`src/rtl/inst_fetch_mod_if.sv`:
```
// Bundle between the microcode sequencer/memory bus and the fetch stage.
// The master drives strobes and data; the slave (fetch stage) returns the decoded opcode state.
interface inst_fetch_mod_if;
    logic [7:0]  mem_data_in;
    logic        fetch_en;
    logic        imm_en;
    logic [3:0]  flags;
    logic        halt_bug_arm;
    logic [7:0]  inst_buffer;
    logic        cb_prefix;
    logic        inst_valid;
    logic [15:0] imm_word;
    logic        flag_adv;
    logic        pc_inc;
    logic        seq_err;

    modport master (
        output mem_data_in, fetch_en, imm_en, flags, halt_bug_arm,
        input  inst_buffer, cb_prefix, inst_valid, imm_word, flag_adv, pc_inc, seq_err
    );

    modport slave (
        input  mem_data_in, fetch_en, imm_en, flags, halt_bug_arm,
        output inst_buffer, cb_prefix, inst_valid, imm_word, flag_adv, pc_inc, seq_err
    );
endinterface

```
`src/rtl/inst_fetch_mod.sv`:
```
// Opcode/immediate capture stage with 0xCB prefix folding and branch-condition evaluation.
// Latency: captures visible one cycle after the strobe edge; flag_adv one cycle after flags/opcode.
// No backpressure: strobes are accepted every cycle. INST_FETCH_HALT_BUG_EN adds the HALT-bug skip.
module inst_fetch_mod #(
    parameter logic [7:0] CB_PREFIX    = 8'hCB,
    parameter logic [7:0] RESET_OPCODE = 8'h00
) (
    input  logic             clock,
    input  logic             reset,
    inst_fetch_mod_if.slave  bus
);

    typedef enum logic [1:0] {S_OPCODE, S_CB, S_EXEC} state_t;

    state_t      state_q, state_d;
    logic [7:0]  ib_q, ib_d;
    logic        cb_q, cb_d;
    logic        valid_q, valid_d;
    logic [15:0] imm_q, imm_d;
    logic        imm_cnt_q, imm_cnt_d;
    logic        flag_adv_q, flag_adv_d;
    logic        pc_inc_q, pc_inc_d;
    logic        seq_err_q, seq_err_d;
    logic        halt_bug_q, halt_bug_d;
    logic        cond;

    // Only Z (bit 3) and C (bit 0) feed branch conditions.
    logic [1:0] unused_nh;
    assign unused_nh = bus.flags[2:1];

    always_comb begin
        unique case (ib_q[4:3])
            2'b00:   cond = ~bus.flags[3];
            2'b01:   cond =  bus.flags[3];
            2'b10:   cond = ~bus.flags[0];
            default: cond =  bus.flags[0];
        endcase
    end

    always_comb begin
        state_d    = state_q;
        ib_d       = ib_q;
        cb_d       = cb_q;
        valid_d    = valid_q;
        imm_d      = imm_q;
        imm_cnt_d  = imm_cnt_q;
        seq_err_d  = seq_err_q;
        halt_bug_d = halt_bug_q;
        pc_inc_d   = 1'b0;
        flag_adv_d = valid_q & cond;

        if (bus.fetch_en) begin
            imm_cnt_d  = 1'b0;
            pc_inc_d   = ~halt_bug_q;
            halt_bug_d = 1'b0;
            if (state_q == S_CB) begin
                // Second byte after the prefix is taken verbatim, even another 0xCB.
                ib_d    = bus.mem_data_in;
                cb_d    = 1'b1;
                valid_d = 1'b1;
                state_d = S_EXEC;
            end else if (bus.mem_data_in == CB_PREFIX) begin
                valid_d = 1'b0;
                state_d = S_CB;
            end else begin
                ib_d    = bus.mem_data_in;
                cb_d    = 1'b0;
                valid_d = 1'b1;
                state_d = S_EXEC;
            end
            if (bus.imm_en) begin
                seq_err_d = 1'b1;
            end
        end else if (bus.imm_en && state_q == S_EXEC) begin
            if (imm_cnt_q) begin
                imm_d[15:8] = bus.mem_data_in;
            end else begin
                imm_d[7:0]  = bus.mem_data_in;
            end
            imm_cnt_d = ~imm_cnt_q;
            pc_inc_d  = 1'b1;
        end

`ifdef INST_FETCH_HALT_BUG_EN
        if (bus.halt_bug_arm) begin
            halt_bug_d = 1'b1;
        end
`endif
    end

    always_ff @(posedge clock or negedge reset) begin
        if (!reset) begin
            state_q    <= S_OPCODE;
            ib_q       <= RESET_OPCODE;
            cb_q       <= 1'b0;
            valid_q    <= 1'b1;
            imm_q      <= 16'h0000;
            imm_cnt_q  <= 1'b0;
            flag_adv_q <= 1'b0;
            pc_inc_q   <= 1'b0;
            seq_err_q  <= 1'b0;
        end else begin
            state_q    <= state_d;
            ib_q       <= ib_d;
            cb_q       <= cb_d;
            valid_q    <= valid_d;
            imm_q      <= imm_d;
            imm_cnt_q  <= imm_cnt_d;
            flag_adv_q <= flag_adv_d;
            pc_inc_q   <= pc_inc_d;
            seq_err_q  <= seq_err_d;
        end
    end

`ifdef INST_FETCH_HALT_BUG_EN
    always_ff @(posedge clock or negedge reset) begin
        if (!reset) begin
            halt_bug_q <= 1'b0;
        end else begin
            halt_bug_q <= halt_bug_d;
        end
    end
`else
    logic unused_halt;
    assign unused_halt = bus.halt_bug_arm ^ halt_bug_d;
    assign halt_bug_q  = 1'b0;
`endif

    assign bus.inst_buffer = ib_q;
    assign bus.cb_prefix   = cb_q;
    assign bus.inst_valid  = valid_q;
    assign bus.imm_word    = imm_q;
    assign bus.flag_adv    = flag_adv_q;
    assign bus.pc_inc      = pc_inc_q;
    assign bus.seq_err     = seq_err_q;

endmodule

```
`src/flat_wrapper.sv`:
```
// flat-port wrapper written by rule: the top's interface ports become plain ports
module inst_fetch_mod_flat 
#(
    parameter logic [7:0] CB_PREFIX    = 8'hCB,
    parameter logic [7:0] RESET_OPCODE = 8'h00
)
  (clock, reset, bus_mem_data_in, bus_fetch_en, bus_imm_en, bus_flags, bus_halt_bug_arm, bus_inst_buffer, bus_cb_prefix, bus_inst_valid, bus_imm_word, bus_flag_adv, bus_pc_inc, bus_seq_err);
  inst_fetch_mod_if bus_i ();
  input  logic clock;
  input  logic reset;
  input wire logic [$bits(bus_i.mem_data_in)-1:0] bus_mem_data_in;
  input wire logic [$bits(bus_i.fetch_en)-1:0] bus_fetch_en;
  input wire logic [$bits(bus_i.imm_en)-1:0] bus_imm_en;
  input wire logic [$bits(bus_i.flags)-1:0] bus_flags;
  input wire logic [$bits(bus_i.halt_bug_arm)-1:0] bus_halt_bug_arm;
  output wire logic [$bits(bus_i.inst_buffer)-1:0] bus_inst_buffer;
  output wire logic [$bits(bus_i.cb_prefix)-1:0] bus_cb_prefix;
  output wire logic [$bits(bus_i.inst_valid)-1:0] bus_inst_valid;
  output wire logic [$bits(bus_i.imm_word)-1:0] bus_imm_word;
  output wire logic [$bits(bus_i.flag_adv)-1:0] bus_flag_adv;
  output wire logic [$bits(bus_i.pc_inc)-1:0] bus_pc_inc;
  output wire logic [$bits(bus_i.seq_err)-1:0] bus_seq_err;
  assign bus_i.mem_data_in = bus_mem_data_in;
  assign bus_i.fetch_en = bus_fetch_en;
  assign bus_i.imm_en = bus_imm_en;
  assign bus_i.flags = bus_flags;
  assign bus_i.halt_bug_arm = bus_halt_bug_arm;
  assign bus_inst_buffer = bus_i.inst_buffer;
  assign bus_cb_prefix = bus_i.cb_prefix;
  assign bus_inst_valid = bus_i.inst_valid;
  assign bus_imm_word = bus_i.imm_word;
  assign bus_flag_adv = bus_i.flag_adv;
  assign bus_pc_inc = bus_i.pc_inc;
  assign bus_seq_err = bus_i.seq_err;
  inst_fetch_mod #(.CB_PREFIX(CB_PREFIX), .RESET_OPCODE(RESET_OPCODE)) u_core (.clock(clock), .reset(reset), .bus(bus_i));
endmodule
```
`config.mk`:
```
export PLATFORM = sky130hd
export DESIGN_NAME = inst_fetch_mod_flat
export DESIGN_NICKNAME = d
export VERILOG_FILES = /design/src/rtl/inst_fetch_mod_if.sv /design/src/rtl/inst_fetch_mod.sv /design/src/flat_wrapper.sv
export SDC_FILE = /design/constraint.sdc
export NUM_CORES = 1
export LEC_CHECK = 0
export ABC_AREA = 1
export CAP_MARGIN = 30
export CORE_UTILIZATION = 40
export DETAILED_ROUTE_END_ITERATION = 7
export GPL_TIMING_DRIVEN = 0
export MAX_ROUTING_LAYER = met4
export PLACE_DENSITY = 0.78
export REMOVE_ABC_BUFFERS = 1
export SLEW_MARGIN = 25
export SYNTH_ARGS = -nofsm -noshare
export SYNTH_HDL_FRONTEND = slang
export SYNTH_SLANG_ARGS = --single-unit
```
`constraint.sdc`:
```
create_clock -name clock -period 1.4 [get_ports clock]
set_input_delay 0.21 -clock clock [delete_from_list [all_inputs] [get_ports clock]]
set_output_delay 0.21 -clock clock [all_outputs]
set_load 0.005 [all_outputs]
```
After elaboration in Yosys (flattened, before gate mapping)
Index checks and enable logic that the tools add are counted.
- register bits: 32
- input port bits: 17
- output and inout bits: 29
- word-level logic and storage cells: 41
- equality and inequality tests: 6
- muxes and demuxes: 13
- bitwise gates (word level): 5
- reduce and logical (&&, ||, !) cells: 7
- operators with widths (operator ; number):
    two-way mux 8 bit ; 2
    == test 8 bit (second input constant) ; 1
    two-way mux 1 bit ; 8
    AND reduction 3 bit ; 2
    == test 2 x 1 -> 1 bit (second input constant) ; 2
    == test 2 bit (second input constant) ; 2
    two-way mux 2 bit ; 2
    NOT 1 bit ; 4
    AND reduction 2 bit ; 2
    case mux 1 bit (3 select lines) ; 1
    zero test 2 bit ; 1
    inequality test 2 x 1 -> 1 bit (second input constant) ; 1
    nonzero test 2 bit ; 1
    bitwise AND 1 bit ; 1
    logical AND 1 bit ; 1

Longest topological paths before layout
- word-level depth: 4
- depth in mapped cells: 8
- depth with buffers taken out: 7

Worst setup path after synthesis
Ideal clock, no wire load.
- path type: register to register
- start: reg u_core.state_q[0]
- end: reg u_core.imm_q[1] (netlist: u_core.bus.imm_word[1])
- setup time: 0.121 ns
- data arrival time: 0.945 ns
- data required time: 1.279 ns
- slack: 0.334 ns
- cell stages (with the launch flop): 6
- buffers on the path: 1
- period minus slack after synthesis: 1.066 ns
- path through: dfrtp_1 nor2_4 nand3_4 buf_6 nand2_1 o21ai_1
- cells in the longest elaborated chain, start to end: 3
- RTL lines (element ; line ; RTL):
    from (decl) ; inst_fetch_mod.sv:15 ; state_t state_q, state_d;
    from (signal assigned) ; inst_fetch_mod.sv:103 ; state_q <= state_d;
    == test 2 bit ; inst_fetch_mod.sv:74 ; end else if (bus.imm_en && state_q == S_EXEC) begin
    logical AND 1 bit ; inst_fetch_mod.sv:74 ;
    AND reduction 3 bit (no line) ; -- ;
    to (signal assigned) ; inst_fetch_mod.sv:107 ; imm_q <= imm_d;
    to (decl) ; inst_fetch_mod.sv:19 ; logic [15:0] imm_q, imm_d;
No other way between the ends.
A chain may end at the register's enable or synchronous reset.

Worst setup path in the final report
- start: reg u_core.valid_q (netlist: u_core.bus.inst_valid)
- end: out bus_inst_valid
- RTL lines (element ; line ; RTL):
    from (decl) ; inst_fetch_mod.sv:18 ; logic valid_q, valid_d;
    from (signal assigned) ; inst_fetch_mod.sv:106 ; valid_q <= valid_d;
    to (decl) ; flat_wrapper.sv:18 ; output wire logic [$bits(bus_i.inst_valid)-1:0] bus_inst_valid;
No word-level cell between the ends.

==> impl_summary.txt <==
----------------------------------------------------
[Run status]
  Status ... finished clean

[Clocking]
  Number of levels in the clock H-tree ... 2
  TritonCTS buffer count ... 5
  Clock-pin transition on the worst setup and hold timing paths ... 0.09 ns
  Clock root buffer master ... sky130_fd_sc_hd__clkbuf_4
  CTS tree ... built
  Clk Latency, worst-skew pair ... 0.33 ns
  # clock sinks ... 32
  Worst-case clock buffer depth ... 2

[Cells and area]
  Final layout net count ... about 210
  Count of inserted antenna diode cells ... 0
  Area growth from synthesis to layout ... 43.2%
  Number of fillers in the final layout ... 285
  Fraction of layout instances using a drive strength above 1 ... 27.3%

[STA]
  Slack of the critical path ... around 0.079 ns
  Worst relative slew slack ... a little over half
  Count of final hold-check violations ... 0
  Final Max Slew Viols ... 0
  Setup repair after global routing missed its margin ... false
  Worst-case clock skew ... 0.00841 ns
  Worst Max-Slew Pin Slew ... 0.680 ns
  Worst Hold Slack ... slightly below 0.4 ns
  Time the worst path needs with I/O delays and setup ... 1.32 ns
  Final setup violating endpoints ... 0
  Highest Clock Rate ... 757 MHz
  Final clock period utilization by the worst path ... 94.3%

[Routing]
  Pre-Repair DR Iteration Count ... 4
  Via count normalized by instance count ... approximately 4.6
  Detailed-route via count ... between 1,000 and 1,500
  1st-iter DRT viols ... 30
  Residual antenna-violating net count after detailed routing ... 0
  Routed WL per cell ... approximately 12 µm
  Drc violations ... 0
  Final WL ... 2820 µm

[Worst setup path]
  Critical Path Max Stage Delay ... 0.55 ns
  Cell type group with the largest total delay on the critical path ... flip-flops
  Slowest cell on crit path ... sky130_fd_sc_hd__dfstp_2
  Buffers plus inverters on the worst setup path ... 1
  Critical path peak fanout ... 3
  Type of element launching the critical path ... flop
  WP data required ... 1.19 ns
  Crit path DAT ... 1.11 ns
  Cells on worst reg2reg path ... 4
  CP Class ... flop to output port
  Setup slack, reg-to-reg ... 0.21 ns
  Type of destination of the critical path ... output port
  Cell count along the critical path ... 1
  Cell-by-cell listing of the critical path ... dlygate4sd2_1

[Synthesis]
  Count of unique library cells instantiated by Yosys ... 19
  Yosys warning total ... 0
  Number of enable-type register cells in the synthesized netlist ... 0
  Mean area per synthesized cell ... 10.2 µm²
  Area of the mapped netlist ... around 1400 µm²
  Top post-synthesis cells by area ... sky130_fd_sc_hd__dfrtp_1 (56%), sky130_fd_sc_hd__nand2_2 (8.1%), sky130_fd_sc_hd__nand2_1 (7.3%), sky130_fd_sc_hd__o21ai_1 (5.8%), sky130_fd_sc_hd__nand3_4 (3.8%)
  Most frequently used flop master after synthesis ... sky130_fd_sc_hd__dfrtp_1
  Post-synthesis cell count ... 135
  Share of the synthesized area in the top cell type ... about 56%
  Flops & latches, synth ... 32
  Sequential-to-total area share from yosys stat ... 58.0%
  Count leader, synth ... sky130_fd_sc_hd__dfrtp_1
  Fraction of registers with async set/reset ... 100%
  Top post-synthesis cells by count ... sky130_fd_sc_hd__dfrtp_1 (31), sky130_fd_sc_hd__nand2_1 (27), sky130_fd_sc_hd__nand2_2 (18)
  Cell accounting for the most synthesized area ... sky130_fd_sc_hd__dfrtp_1

[GRT]
  Pin count of the biggest net entering global routing ... 33
  Via count of the first global-routing pass ... approximately 1,200
  Global-route wire length before repair ... between 4000 and 5000 µm
  Number of antenna violations at the first check in global routing ... 0
  Total track usage ... 19.2%
  Global-route congestion overflow total ... 0

[Floorplanning]
  Initial standard-cell utilization of the core ... 43.8%
  Core region area ... 3150 µm²
  I/O pin count ... 46
  Cell Rows ... 20
  Height of the die ... 60.8 µm
  Area of the die ... 3700 µm²
  Die width ... 60.8 µm

[Placement]
  RePlAce Congestion ... 0.781
  Setup slack after placement ... -0.344 ns
  Post-detail-place hpwl ... between 2000 and 2500 µm
  Input/output buffers ... 42

[Min path]
  Worst Hold Path Cells ... 2
  Hold crit path type ... primary input to flop

[Run]
  Max Cap Violations ... 0

[Power and ir drop]
  Pwr Density ... 1160 nW/µm²
  Leakage power of the design ... 1.05 nW
  Worst IR Drop VDD ... 659 µV

----------------------------------------------------
timing repair:
item / CTS / global route
hold buffers: 1 / 0
endpoints found under the hold margin: 31 / 0
resized for setup: 24 / 6
buffers inserted: 16 / 0
setup endpoints to repair: 26 / 22
placed cells by master, fill, tap and decap left out:
| cell type | n |
|---|---|
| sky130_fd_sc_hd__nand2_1 | 27 |
| sky130_fd_sc_hd__a21oi_1 | 1 |
| sky130_fd_sc_hd__a21o_1 | 1 |
| sky130_fd_sc_hd__nand3_4 | 3 |
| sky130_fd_sc_hd__dlymetal6s2s_1 | 6 |
| sky130_fd_sc_hd__clkbuf_1 | 2 |
| sky130_fd_sc_hd__dlygate4sd2_1 | 24 |
| sky130_fd_sc_hd__clkbuf_8 | 1 |
| sky130_fd_sc_hd__nor2_4 | 3 |
| sky130_fd_sc_hd__inv_1 | 9 |
| sky130_fd_sc_hd__clkbuf_4 | 5 |
| sky130_fd_sc_hd__clkdlybuf4s50_1 | 11 |
| sky130_fd_sc_hd__o21ai_1 | 16 |
| sky130_fd_sc_hd__dfrtp_1 | 31 |
| sky130_fd_sc_hd__nor2_1 | 3 |
| sky130_fd_sc_hd__buf_4 | 16 |
| sky130_fd_sc_hd__dlygate4sd3_1 | 1 |
| sky130_fd_sc_hd__inv_2 | 4 |
| sky130_fd_sc_hd__buf_2 | 1 |
| sky130_fd_sc_hd__o21ai_2 | 1 |
| sky130_fd_sc_hd__dfstp_2 | 1 |
| sky130_fd_sc_hd__nand2_4 | 1 |
| sky130_fd_sc_hd__nand2_2 | 18 |
| sky130_fd_sc_hd__nand3_1 | 9 |
| sky130_fd_sc_hd__o21ai_0 | 3 |
worst paths after layout:
| kind | start | end |
|---|---|---|
| min in group asynchronous | reset | u_core.bus.pc_inc |
| max reg2reg | u_core.state_q[0] | u_core.bus.imm_word[7] |
| min | bus_fetch_en | u_core.state_q[1] |
| max in group asynchronous | reset | u_core.bus.imm_word[6] |
| max | u_core.bus.inst_valid | bus_inst_valid |
| min reg2reg | u_core.bus.seq_err | u_core.bus.seq_err |
routing by layer:
metal / wire (µm) / global-route usage [%]
met1: 1230 / 19.7
met2: 1390 / 32.7
met3: 135 / 6.61
met4: 68 / 9.74
met5: 0 / -
flip-flops by register name, indices dropped and copies added, names as in the netlist:
name                    count
u_core.bus.pc_inc           1
u_core.bus.cb_prefix        1
u_core.bus.inst_valid       1
u_core.imm_cnt_q            1
u_core.state_q              2
u_core.bus.imm_word        16
u_core.bus.flag_adv         1
u_core.bus.seq_err          1
u_core.bus.inst_buffer      8
metrics by stage:
step           instances  setup TNS (ns)  power [W]  area (µm²)  utilization [%]
2_1_floorplan        131               0    0.00137        1340                -
5_1_grt              242               0    0.00246        1980             62.8
6_report             242               0    0.00230        1980             62.8
3_5_place_dp         217           -7.02    0.00178        1810             57.3
3_3_place_gp         217          -19.65    0.00176        1810             57.4
4_1_cts              242               0    0.00235        1960             62.3
final cells by class:
cell class,instances,area [µm²],share of cell area (%)
clock buffers,8,58.8,2.97
inverters,13,48.8,2.47
multi-input cells,86,484,24.5
flip-flops and latches,32,802,40.5
well taps,44,55.1,2.78
repair buffers,59,531,26.8
kinds of logic after synthesis:
kind of cell | after synthesis | share of synthesized area (%)
and+or+nand+nor | 64 | 26.6
DFF | 32 | 58.0
AOI/OAI and AO/OA | 22 | 8.42
buffers and inverters | 17 | 6.97
where the power goes:
part / switching, W / leakage [nW] / internal (W)
registers: 0.0000725 / 0.393 / 0.00108
clock network: 0.000279 / 0.0326 / 0.000247
logic: 0.000261 / 0.626 / 0.000367
Note: power is estimated with default switching activity, not from simulation.
